$ cat src/rtl/key_debounce_multi.sv
// N-channel push-button conditioner: 2-flop sync, shared sample tick, debounce, press/release pulses.
// Optional auto-repeat pulses are compiled in with `define KEY_DEBOUNCE_REPEAT_EN.

module key_debounce_lane #(
  parameter int STABLE_SAMPLES = 4,
  parameter int REPEAT_DELAY   = 500,
  parameter int REPEAT_PERIOD  = 100
) (
  input  logic clk,
  input  logic rst_n,
  input  logic tick,
  input  logic smp,     // normalised sample, 1 = pressed
  output logic lvl_o,
  output logic prs_o,
  output logic rel_o,
  output logic rpt_o
);
  localparam logic [7:0] CNT_LAST = 8'(STABLE_SAMPLES - 1);

  logic [7:0] cnt_q, cnt_d;
  logic       lvl_q, lvl_d;
  logic       prs_q, prs_d;
  logic       rel_q, rel_d;

  always_comb begin
    cnt_d = cnt_q;
    lvl_d = lvl_q;
    prs_d = 1'b0;
    rel_d = 1'b0;
    if (tick) begin
      if (smp == lvl_q) begin
        cnt_d = 8'd0;
      end else if (cnt_q == CNT_LAST) begin
        lvl_d = ~lvl_q;
        cnt_d = 8'd0;
        prs_d = ~lvl_q;
        rel_d = lvl_q;
      end else begin
        cnt_d = cnt_q + 8'd1;
      end
    end
  end

  always_ff @(posedge clk or negedge rst_n) begin
    if (!rst_n) begin
      cnt_q <= 8'd0;
      lvl_q <= 1'b0;
      prs_q <= 1'b0;
      rel_q <= 1'b0;
    end else begin
      cnt_q <= cnt_d;
      lvl_q <= lvl_d;
      prs_q <= prs_d;
      rel_q <= rel_d;
    end
  end

  assign lvl_o = lvl_q;
  assign prs_o = prs_q;
  assign rel_o = rel_q;

`ifdef KEY_DEBOUNCE_REPEAT_EN
  localparam logic [15:0] DLY = 16'(REPEAT_DELAY);
  localparam logic [15:0] PER = 16'(REPEAT_PERIOD);

  logic [15:0] hold_q, hold_d;
  logic        per_q, per_d;   // 0: waiting for initial delay, 1: periodic phase
  logic        rpt_q, rpt_d;

  always_comb begin
    hold_d = hold_q;
    per_d  = per_q;
    rpt_d  = 1'b0;
    // A press or release accepted this tick restarts the hold timing and wins over repeat.
    if (prs_d || rel_d) begin
      hold_d = 16'd0;
      per_d  = 1'b0;
    end else if (tick && lvl_q) begin
      hold_d = hold_q + 16'd1;
      if (hold_d == (per_q ? PER : DLY)) begin
        rpt_d  = 1'b1;
        hold_d = 16'd0;
        per_d  = 1'b1;
      end
    end
  end

  always_ff @(posedge clk or negedge rst_n) begin
    if (!rst_n) begin
      hold_q <= 16'd0;
      per_q  <= 1'b0;
      rpt_q  <= 1'b0;
    end else begin
      hold_q <= hold_d;
      per_q  <= per_d;
      rpt_q  <= rpt_d;
    end
  end

  assign rpt_o = rpt_q;
`else
  assign rpt_o = 1'b0;
`endif
endmodule

module key_debounce_multi #(
  parameter int   N_KEYS         = 3,
  parameter int   SAMPLE_DIV     = 50000,
  parameter int   STABLE_SAMPLES = 4,
  parameter logic PRESS_LEVEL    = 1'b1,
  parameter int   REPEAT_DELAY   = 500,
  parameter int   REPEAT_PERIOD  = 100
) (
  input  logic              Clk_50mhz,
  input  logic              Rst_n,
  input  logic [N_KEYS-1:0] btn_in,
  output logic [N_KEYS-1:0] key_level,
  output logic [N_KEYS-1:0] key_press,
  output logic [N_KEYS-1:0] key_release,
  output logic [N_KEYS-1:0] key_repeat,
  output logic              sample_tick
);
  localparam int            DW       = $clog2(SAMPLE_DIV);
  localparam logic [DW-1:0] DIV_LAST = DW'(SAMPLE_DIV - 1);

  logic [DW-1:0]     div_q, div_d;
  logic [N_KEYS-1:0] sync1_q, sync1_d;
  logic [N_KEYS-1:0] sync2_q, sync2_d;
  logic [N_KEYS-1:0] smp;

  assign sample_tick = (div_q == DIV_LAST);

  always_comb begin
    div_d   = sample_tick ? '0 : div_q + 1'b1;
    sync1_d = btn_in;
    sync2_d = sync1_q;
  end

  // Synchronisers reset to the released level so reset exit never looks like a press.
  always_ff @(posedge Clk_50mhz or negedge Rst_n) begin
    if (!Rst_n) begin
      div_q   <= '0;
      sync1_q <= {N_KEYS{~PRESS_LEVEL}};
      sync2_q <= {N_KEYS{~PRESS_LEVEL}};
    end else begin
      div_q   <= div_d;
      sync1_q <= sync1_d;
      sync2_q <= sync2_d;
    end
  end

  assign smp = sync2_q ~^ {N_KEYS{PRESS_LEVEL}};

  for (genvar i = 0; i < N_KEYS; i++) begin : g_lane
    key_debounce_lane #(
      .STABLE_SAMPLES(STABLE_SAMPLES),
      .REPEAT_DELAY  (REPEAT_DELAY),
      .REPEAT_PERIOD (REPEAT_PERIOD)
    ) u_lane (
      .clk  (Clk_50mhz),
      .rst_n(Rst_n),
      .tick (sample_tick),
      .smp  (smp[i]),
      .lvl_o(key_level[i]),
      .prs_o(key_press[i]),
      .rel_o(key_release[i]),
      .rpt_o(key_repeat[i])
    );
  end
endmodule

$ cat config.mk
export PLATFORM = sky130hd
export DESIGN_NAME = key_debounce_multi
export DESIGN_NICKNAME = d
export VERILOG_FILES = /design/src/rtl/key_debounce_multi.sv
export SDC_FILE = /design/constraint.sdc
export NUM_CORES = 1
export LEC_CHECK = 0
export ABC_AREA = 1
export ABC_CLOCK_PERIOD_IN_PS = 2050
export BUFFER_PORTS_ARGS = -buffer_cell sky130_fd_sc_hd__buf_4
export CORE_MARGIN = 2
export CORE_UTILIZATION = 60
export CTS_CLUSTER_SIZE = 16
export DETAILED_ROUTE_END_ITERATION = 8
export PLACE_DENSITY = 0.79
export SYNTH_ARGS = -nofsm -noshare
export SYNTH_HDL_FRONTEND = slang
export SYNTH_SLANG_ARGS = --single-unit
$ cat constraint.sdc
create_clock -name Clk_50mhz -period 2.05 [get_ports Clk_50mhz]
set_clock_uncertainty 0.1 [all_clocks]
set_input_delay 0.205 -clock Clk_50mhz [delete_from_list [all_inputs] [get_ports Clk_50mhz]]
set_output_delay 0.205 -clock Clk_50mhz [all_outputs]
set_load 0.02 [all_outputs]
==> run_results.csv, run 1 <==
group,metric,value,unit
layout,mostFrequentLayoutCells,"nand2_1, dfrtp_1, nor2_1, inv_1, nand3_1",
logic_synthesis,ys_seq_elements,55,
critical_path,critPathKind,"flip-flop to output pin",
critical_path,timing.reg2reg.setup_slack,0.38,ns
critical_path,critPathCaptureType,"output pin",
place,port_buffers,14,
global_routing,track_usage,22.5,%
global_routing,grt_pass1_wl,9650,µm
layout,area_growth,6.18,%
layout,n_fill_cell,421,
run,maxCapViolations,0,
clock_tree,cts-root-buf,"clkbuf_8",
logic_synthesis,syn-mean-instance-area,7.48,µm²
die,die-area,5650,µm²
die,fp.dieW,75.1,µm
outcome,status,"finished clean",
critical_path,worstPathCellList,"ha_1 > nand3_2 > nor2_2 > nand2_4 > inv_1 > buf_4",
critical_path,r2r-end,"g_lane[0].u_lane.rel_o",
logic_synthesis,ys_seq_area_share,45.3,%
critical_path,critical_path_depth,6,
place,hpwl,3870,µm
place,routabilityCongestion,0.870,
global_routing,grt_max_degree,56,
die,die_y,75.1,µm
timing,finalHoldViolations,0,
layout,drive_gt1_share,8.43,%
clock_tree,cts.sinks,55,
critical_path,start_kind,"flip-flop",
layout,final_common_cell,"nand2_1",
critical_path,required,1.75,ns
place,placed_cell_area,3100,µm²
clock_tree,cts_setup_buffers,0,
global_routing,antenna_found_initial,0,
layout,stdcell_area,3220,µm²
critical_path,crit_path_end,"sample_tick",
timing,setup_ws,0.107,ns
routing,ant_nets,0,
clock_tree,clock_latency,0.31,ns
critical_path,crit_path_max_fanout,6,
clock_tree,cts_resized,0,
logic_synthesis,yosys_warnings,0,
die,rows,25,
timing,finalCritPeriodShare,94.8,%
critical_path,critPathSlowestCell,"dfrtp_1",
layout,final_nets,423,
timing,clock.fmax,0.515,GHz
clock_tree,clk_pin_slew,0.09,ns
clock_tree,cts.htree.levels,2,
logic_synthesis,synthCells,406,
logic_synthesis,synth.distinct_cells,29,
timing,rsz0062_at_grt,"no",
hold_path,min_path_type,"flip-flop to flip-flop",
die,top_level_ports,18,
critical_path,worst-r2r-cell-count,6,
logic_synthesis,syn_area,3040,µm²
layout,antennaDiodeCount,0,
critical_path,startpoint,"div_q[0]",
global_routing,gr-total-overflow,0,
routing,num_vias,2447,
routing,vias_per_cell,5.08,
clock_tree,postCtsHoldBufs,4,
power_and_ir_drop,leakagePower,1.69,nW
power_and_ir_drop,powerDensity,535,nW/µm²
die,core_area,4820,µm²
timing,finalSetupViolations,0,
routing,wire_per_inst,11.5,µm
timing,max_slew_margin,55.5,%
power_and_ir_drop,max-vdd-ir-drop,0.352,mV
timing,tns,0,ns
routing,initialDrtViolationCount,162,
critical_path,r2r_start,"div_q[0]",
clock_tree,clk_path_buf_depth,2,
place,post-place-ws,0.398,ns
routing,drt_first_pass_iters,5,
clock_tree,numCtsBuffers,5,
critical_path,crit_arrival,1.64,ns
critical_path,worstPathBufferInverterCount,2,
timing,maxSlewViolCount,0,
global_routing,grt_pass1_vias,2296,
die,initial_core_util,63.0,%
routing,wl,5560,µm
timing,tightest_slew,0.667,ns
critical_path,critPathMaxStageDelay,0.40,ns
routing,drc_errors,0,
critical_path,path_delay_family,"flip-flops",
clock_tree,cts_tree,"done",
timing,layout_min_cycle_time,1.94,ns
-- state kept, by name, summed over array words and instances (netlist names) --
signal               flops
g_lane.u_lane.cnt_q     24
sync1_q                  3
g_lane.u_lane.rel_o      3
g_lane.u_lane.lvl_o      3
smp                      3
div_q                   16
g_lane.u_lane.prs_o      3
-- how the worst min path moves through the flow --
stage	depth (start not counted)	slack (ns)	to	start
final	0	0.26	smp[0]	sync1_q[0]
after global routing	0	0.27	smp[2]	sync1_q[2]
after CTS	0	0.26	smp[2]	sync1_q[2]
after detailed placement	1	0.19	div_q[7]	Rst_n
after global placement	1	0.18	div_q[5]	Rst_n
after floorplan	0	-0.19	div_q[0]	Rst_n
-- cell type report --
type	instances	area (µm²)	area share [%]
sequential	55	1380	42.7
multi-input combinational	280	1330	41.1
inverter	52	196	6.09
timing repair buffer	20	160	4.97
tap	67	83.8	2.60
clock buffer	7	76.3	2.37
clock inverter	1	5.00	0.155
-- metal layers --
layer | global-route usage [%] | vias to the layer above | wire length, µm
met1 | 28.4 | 1141 | 2590
met4 | 9.75 | 0 | 99
met3 | 5.22 | 9 | 208
met5 | 0 | - | 0
li1 | - | 1254 | -
met2 | 37.0 | 43 | 2660
-- cell families (layout without fill, tap and decap cells) --
kind of cell / Yosys count / count (layout) / synth area share [%]
flops: 55 / 55 / 45.3
simple gates: 242 / 242 / 34.6
compound gates: 16 / 16 / 2.76
xor+xnor: 15 / 15 / 4.33
other cells: 1 / 3 / 0.123
buf+inv: 73 / 80 / 11.2
fa+ha+maj: 4 / 4 / 1.65
-- where the power goes --
| part | switching [mW] | internal (mW) | total (mW) |
|---|---|---|---|
| logic | 0.0368 | 0.0125 | 0.0493 |
| clock network | 0.343 | 0.241 | 0.584 |
| registers | 0.00197 | 1.09 | 1.09 |
-- synth_stat cells --
| master | number | area [µm²] |
|---|---|---|
| clkbuf_1 | 2 | 7.51 |
| nand4_1 | 9 | 56.3 |
| xor2_1 | 11 | 96.3 |
| nand2_4 | 1 | 11.3 |
| nor2_1 | 54 | 203 |
| nor3_1 | 8 | 40.0 |
| buf_6 | 2 | 22.5 |
| buf_4 | 12 | 90.1 |
| nand3_2 | 1 | 10.0 |
| ha_1 | 4 | 50.1 |
| o21ai_0 | 1 | 5.00 |
| buf_2 | 5 | 25.0 |
| o21ai_1 | 11 | 55.1 |
| conb_1 | 1 | 3.75 |
| a21oi_1 | 2 | 10.0 |
| nand3_1 | 35 | 175 |
| o21bai_1 | 1 | 7.51 |
| a31oi_1 | 1 | 6.26 |
| dfrtp_1 | 55 | 1380 |
| inv_1 | 49 | 184 |
| nor3_2 | 1 | 10.0 |
| inv_2 | 2 | 7.51 |
| or2_2 | 2 | 12.5 |
| nor2_2 | 4 | 25.0 |
| nand3b_1 | 6 | 45.0 |
| nor2_4 | 1 | 11.3 |
| clkinv_2 | 1 | 5.00 |
| xnor2_1 | 4 | 35.0 |
| nand2_1 | 120 | 450 |
-- worst reg2reg max path: stages (launching register included) --
cell and delay (ns):
dfrtp_1 0.40, ha_1 0.21, nand3_2 0.12, nor2_2 0.19, nand2_4 0.07, buf_4 0.24, nor3_1 0.24
-- metrics by stage --
stage | util, % | std cells | power (mW) | hold slack [ns]
2_1_floorplan | - | 408 | 1.13 | -0.191
3_3_place_gp | 64.4 | 470 | 1.16 | 0.183
3_5_place_dp | 64.4 | 470 | 1.16 | 0.193
4_1_cts | 66.9 | 482 | 1.75 | 0.259
5_1_grt | 66.9 | 482 | 1.80 | 0.269
6_report | 66.9 | 482 | 1.73 | 0.257
(Power assumes the default switching activity.)
==> run 2, diff against run 1 <==
- ABC_CLOCK_PERIOD_IN_PS: 2050 -> 1800
- clock period: 2.05 -> 1.8 ns (I/O delays scaled with it)
==> run_results.csv, run 2 (synthesis gave the netlist of run 1 again) <==
group,metric,value,unit
critical_path,worst-r2r-cell-count,9,
critical_path,path_delay_family,"flip-flops",
timing,finalSetupViolations,0,
global_routing,grt_max_degree,56,
die,core_area,4820,µm²
global_routing,gr-total-overflow,0,
die,initial_core_util,63.0,%
timing,finalCritPeriodShare,94.8,%
layout,antennaDiodeCount,0,
timing,clock.fmax,0.586,GHz
power_and_ir_drop,powerDensity,594,nW/µm²
routing,wl,5430,µm
layout,n_fill_cell,408,
power_and_ir_drop,design_power_total,1.96,mW
timing,layout_min_cycle_time,1.71,ns
layout,area_growth,8.74,%
clock_tree,cts.htree.levels,2,
routing,ant_nets,0,
place,placed_cell_area,3120,µm²
critical_path,timing.reg2reg.setup_slack,0.23,ns
global_routing,grt_pass1_wl,9460,µm
die,die-area,5650,µm²
critical_path,worstPathBufferInverterCount,2,
die,die_y,75.1,µm
critical_path,critPathMaxStageDelay,0.41,ns
clock_tree,cts-root-buf,"clkbuf_8",
global_routing,antenna_found_initial,0,
run,maxCapViolations,0,
timing,max_slew_margin,56.1,%
critical_path,critPathCaptureType,"output pin",
layout,final_common_cell,"nand2_1",
layout,drive_gt1_share,10.9,%
critical_path,critPathKind,"flip-flop to output pin",
clock_tree,clk_pin_slew,0.10,ns
critical_path,r2r_start,"div_q[0]",
global_routing,grt_pass1_vias,2132,
critical_path,r2r-end,"div_q[15]",
layout,fin_util,68.5,%
timing,tns,0,ns
critical_path,critPathSlowestCell,"dfrtp_1",
place,placedCellCount,472,
critical_path,start_kind,"flip-flop",
die,rows,25,
layout,stdcell_area,3300,µm²
critical_path,crit_arrival,1.43,ns
power_and_ir_drop,leakagePower,1.72,nW
layout,stdcell_count,488,
timing,maxSlewViolCount,0,
layout,largest-register,"g_lane.u_lane.cnt_q",
critical_path,required,1.52,ns
place,port_buffers,14,
hold_path,min_path_type,"flip-flop to flip-flop",
routing,num_vias,2454,
hold_path,worstHoldEndpoint,"smp[1]",
place,routabilityCongestion,0.849,
place,hpwl,3830,µm
timing,rsz0062_at_grt,"no",
clock_tree,cts_tree,"done",
hold_path,min_path_cells,0,
routing,drt_first_pass_iters,7,
die,top_level_ports,18,
clock_tree,cts.sinks,55,
layout,mostFrequentLayoutCells,"nand2_1, dfrtp_1, nor2_1, inv_1, nand3_1",
power_and_ir_drop,max-vdd-ir-drop,0.382,mV
clock_tree,numCtsBuffers,5,
routing,initialDrtViolationCount,187,
layout,final_nets,429,
routing,drc_errors,0,
critical_path,crit_path_max_fanout,6,
global_routing,track_usage,21.6,%
routing,wire_per_inst,11.1,µm
layout,largest_reg_flops,24,
critical_path,worstPathCellList,"ha_4 > nand3_4 > nor2_4 > nand2_4 > inv_2 > buf_4",
clock_tree,clk_path_buf_depth,2,
layout,reg.largest.list,"g_lane.u_lane.cnt_q: 24 flops, div_q: 16 flops",
timing,finalHoldViolations,0,
routing,vias_per_cell,5.03,
die,fp.dieW,75.1,µm
outcome,status,"finished clean",
clock_tree,clock_latency,0.30,ns
hold_path,hp-start,"sync1_q[1]",
timing,tightest_slew,0.659,ns
-- run 2: power breakdown --
| part | internal, mW | switching, mW |
|---|---|---|
| clock network | 0.273 | 0.388 |
| logic | 0.0143 | 0.0419 |
| registers | 1.24 | 0.00200 |
-- run 2: stage by stage --
step / hold WS [ns] / setup WS (ns)
3_5_place_dp: 0.160 / 0.157
2_1_floorplan: -0.216 / 0.336
4_1_cts: 0.261 / 0.000898
5_1_grt: 0.265 / 0.0101
6_report: 0.258 / 0.0932
3_3_place_gp: 0.163 / 0.240
-- run 2: repair_timing --
action                     in CTS  in global routing
hold buffers                    4                  0
buffers inserted                2                  2
resized for setup               2                  5
hold endpoints to repair       58                  0
pin swaps                       1                  2
setup endpoints to repair       1                  1
-- run 2: worst max path at each step --
stage / start / to / slack, ns / cells past startpoint
global route: div_q[1] / sample_tick / 0.01 / 6
floorplan: div_q[0] / div_q[6] / 0.34 / 6
CTS: div_q[0] / sample_tick / 0.0009 / 6
detailed placement: div_q[0] / g_lane[1].u_lane.lvl_o / 0.16 / 8
finish: div_q[1] / sample_tick / 0.09 / 6
global placement: div_q[0] / g_lane[2].u_lane.lvl_o / 0.24 / 8
-- run 2: cell type report --
type | count | area, µm² | share of cell area [%]
multi-input combinational | 280 | 1350 | 41.0
sequential | 55 | 1380 | 41.7
clock inverter | 2 | 12.5 | 0.379
clock buffer | 6 | 72.6 | 2.20
inverter | 52 | 196 | 5.95
tap | 67 | 83.8 | 2.54
timing repair buffer | 26 | 205 | 6.21
-- run 2: routing by layer --
layer	share of wire, %	GRT usage [%]	vias up
met2	48	36.5	53
met5	0	0	-
met3	4.0	3.61	4
met1	47	29.6	1130
li1	-	-	1267
met4	0.74	4.68	0
==> run 3, diff against run 2 <==
- CORE_MARGIN: 2 -> 10
- PLACE_DENSITY: 0.79 -> default
- PLACE_DENSITY_LB_ADDON: default -> 0.08
==> run_results.csv, run 3 (synthesis gave the netlist of run 1 again) <==
group,metric,value,unit
critical_path,timing.reg2reg.setup_slack,0.22,ns
clock_tree,cts-root-buf,"clkbuf_8",
critical_path,startpoint,"div_q[1]",
layout,mostFrequentLayoutCells,"nand2_1, dfrtp_1, nor2_1, inv_1, nand3_1",
layout,drive_gt1_share,10.0,%
place,port_buffers,14,
power_and_ir_drop,pwr-share-seq,58.6,%
timing,maxSlewViolCount,0,
critical_path,crit_path_end,"sample_tick",
place,placedCellCount,472,
die,initial_core_util,63.0,%
timing,setup_ws,0.112,ns
power_and_ir_drop,swShare,21.0,%
power_and_ir_drop,leakagePower,1.73,nW
global_routing,grt_max_degree,56,
timing,tightest_slew,0.677,ns
layout,final_nets,427,
critical_path,crit_arrival,1.41,ns
place,hpwl,4170,µm
place,routabilityCongestion,0.859,
timing,layout_min_cycle_time,1.69,ns
routing,num_vias,2406,
layout,stdcell_count,486,
power_and_ir_drop,powerDensity,640,nW/µm²
timing,rsz0062_at_grt,"no",
timing,finalSetupViolations,0,
power_and_ir_drop,max-vdd-ir-drop,0.568,mV
layout,reg.largest.list,"g_lane.u_lane.cnt_q: 24 flops, div_q: 16 flops",
global_routing,gr-total-overflow,0,
routing,ant_nets,0,
global_routing,antenna_found_initial,0,
critical_path,critPathKind,"flip-flop to output pin",
timing,max_slew_margin,54.9,%
timing,tns,0,ns
power_and_ir_drop,design_power_total,2.12,mW
place,post-place-ws,0.186,ns
layout,area_growth,9.23,%
outcome,status,"finished clean",
power_and_ir_drop,clock_power_share,38.7,%
critical_path,worst-r2r-cell-count,9,
critical_path,required,1.52,ns
clock_tree,clock_latency,0.31,ns
die,die-area,8310,µm²
die,rows,25,
place,placed_cell_area,3130,µm²
timing,clock.fmax,0.593,GHz
critical_path,crit_path_max_fanout,3,
layout,largest-register,"g_lane.u_lane.cnt_q",
layout,fin_util,68.9,%
global_routing,grt_pass1_wl,10600,µm
critical_path,start_kind,"flip-flop",
critical_path,critPathCaptureType,"output pin",
critical_path,r2r-end,"g_lane[0].u_lane.lvl_o",
layout,multi_input_area,1350,µm²
clock_tree,cts_tree,"done",
layout,largest_reg_flops,24,
timing,finalCritPeriodShare,93.8,%
global_routing,track_usage,15.0,%
layout,final_common_cell,"nand2_1",
timing,timing.hold.ws,0.258,ns
routing,wire_per_inst,12.0,µm
critical_path,worstPathCellList,"ha_4 > nand3_2 > nor2_4 > nand2_4 > inv_1 > buf_4",
die,fp.dieW,91.1,µm
hold_path,min_path_type,"flip-flop to flip-flop",
die,core_area,4820,µm²
critical_path,critPathMaxStageDelay,0.42,ns
power_and_ir_drop,p_int,1.68,mW
routing,drc_errors,0,
power_and_ir_drop,pwr-share-comb,2.7,%
clock_tree,cts.sinks,55,
clock_tree,clk_pin_slew,0.10,ns
run,maxCapViolations,0,
routing,initialDrtViolationCount,96,
power_and_ir_drop,power.switching,446,µW
routing,vias_per_cell,4.95,
layout,n_fill_cell,420,
layout,antennaDiodeCount,0,
layout,stdcell_area,3320,µm²
clock_tree,cts.htree.levels,2,
clock_tree,clk_path_buf_depth,2,
critical_path,critPathSlowestCell,"dfrtp_1",
routing,wl,5820,µm
clock_tree,numCtsBuffers,5,
critical_path,r2r_start,"div_q[1]",
die,top_level_ports,18,
timing,finalHoldViolations,0,
global_routing,grt_pass1_vias,2412,
layout,regArea,1380,µm²
die,die_y,91.1,µm
routing,drt_first_pass_iters,4,
-- run 3: cell count changes in the layout (fill, tap and decap cells not counted), sizes merged --
cell and delta:
clkinvlp -1, bufinv +1, inv +1, buf -2, clkinv -1
-- run 3: cell type report --
cell class / instances / area share [%]
timing repair buffer: 24 / 6.11
clock buffer: 6 / 2.19
sequential: 55 / 41.5
multi-input combinational: 280 / 40.6
inverter: 52 / 5.92
clock inverter: 2 / 1.17
tap: 67 / 2.53
-- run 3: timing repair --
item,CTS,global route
pin swaps,1,1
buffers inserted,1,1
hold endpoints to repair,58,0
hold buffers,4,0
gates cloned,0,0
endpoints found under the setup margin,1,5
resized for setup,1,3
-- run 3: how the worst min path moves through the flow --
stage	start	endpoint	slack, ns	cells past startpoint
2_1_floorplan	Rst_n	div_q[0]	-0.22	0
3_3_place_gp	Rst_n	div_q[7]	0.16	1
3_5_place_dp	Rst_n	div_q[7]	0.17	1
4_1_cts	sync1_q[0]	smp[0]	0.26	0
5_1_grt	sync1_q[2]	smp[2]	0.28	0
6_report	sync1_q[0]	smp[0]	0.26	0
-- run 3: routing by layer --
layer | vias to the layer above | GRT usage (%) | part of all wire (%)
met5 | - | 0 | 0
li1 | 1264 | - | -
met4 | 0 | 4.70 | 1.6
met1 | 1101 | 17.9 | 47
met2 | 31 | 26.0 | 48
met3 | 10 | 3.37 | 3.3
-- run 3: power groups by stage --
| stage | combinational (mW) | clock [mW] | sequential, mW |
|---|---|---|---|
| 2_1_floorplan | 0.0218 | 0 | 1.27 |
| 3_3_place_gp | 0.0508 | 0 | 1.27 |
| 3_5_place_dp | 0.0513 | 0 | 1.27 |
| 4_1_cts | 0.0583 | 0.848 | 1.24 |
| 5_1_grt | 0.0656 | 0.896 | 1.24 |
| 6_report | 0.0567 | 0.822 | 1.24 |
-- run 3: worst max-delay path: cells and delay by family, from the launching register on --
kind | cells | cell delay [ns]
DFF | 1 | 0.42
and+or+nand+nor | 3 | 0.30
buffers and inverters | 2 | 0.22
adders and majority gates | 1 | 0.16
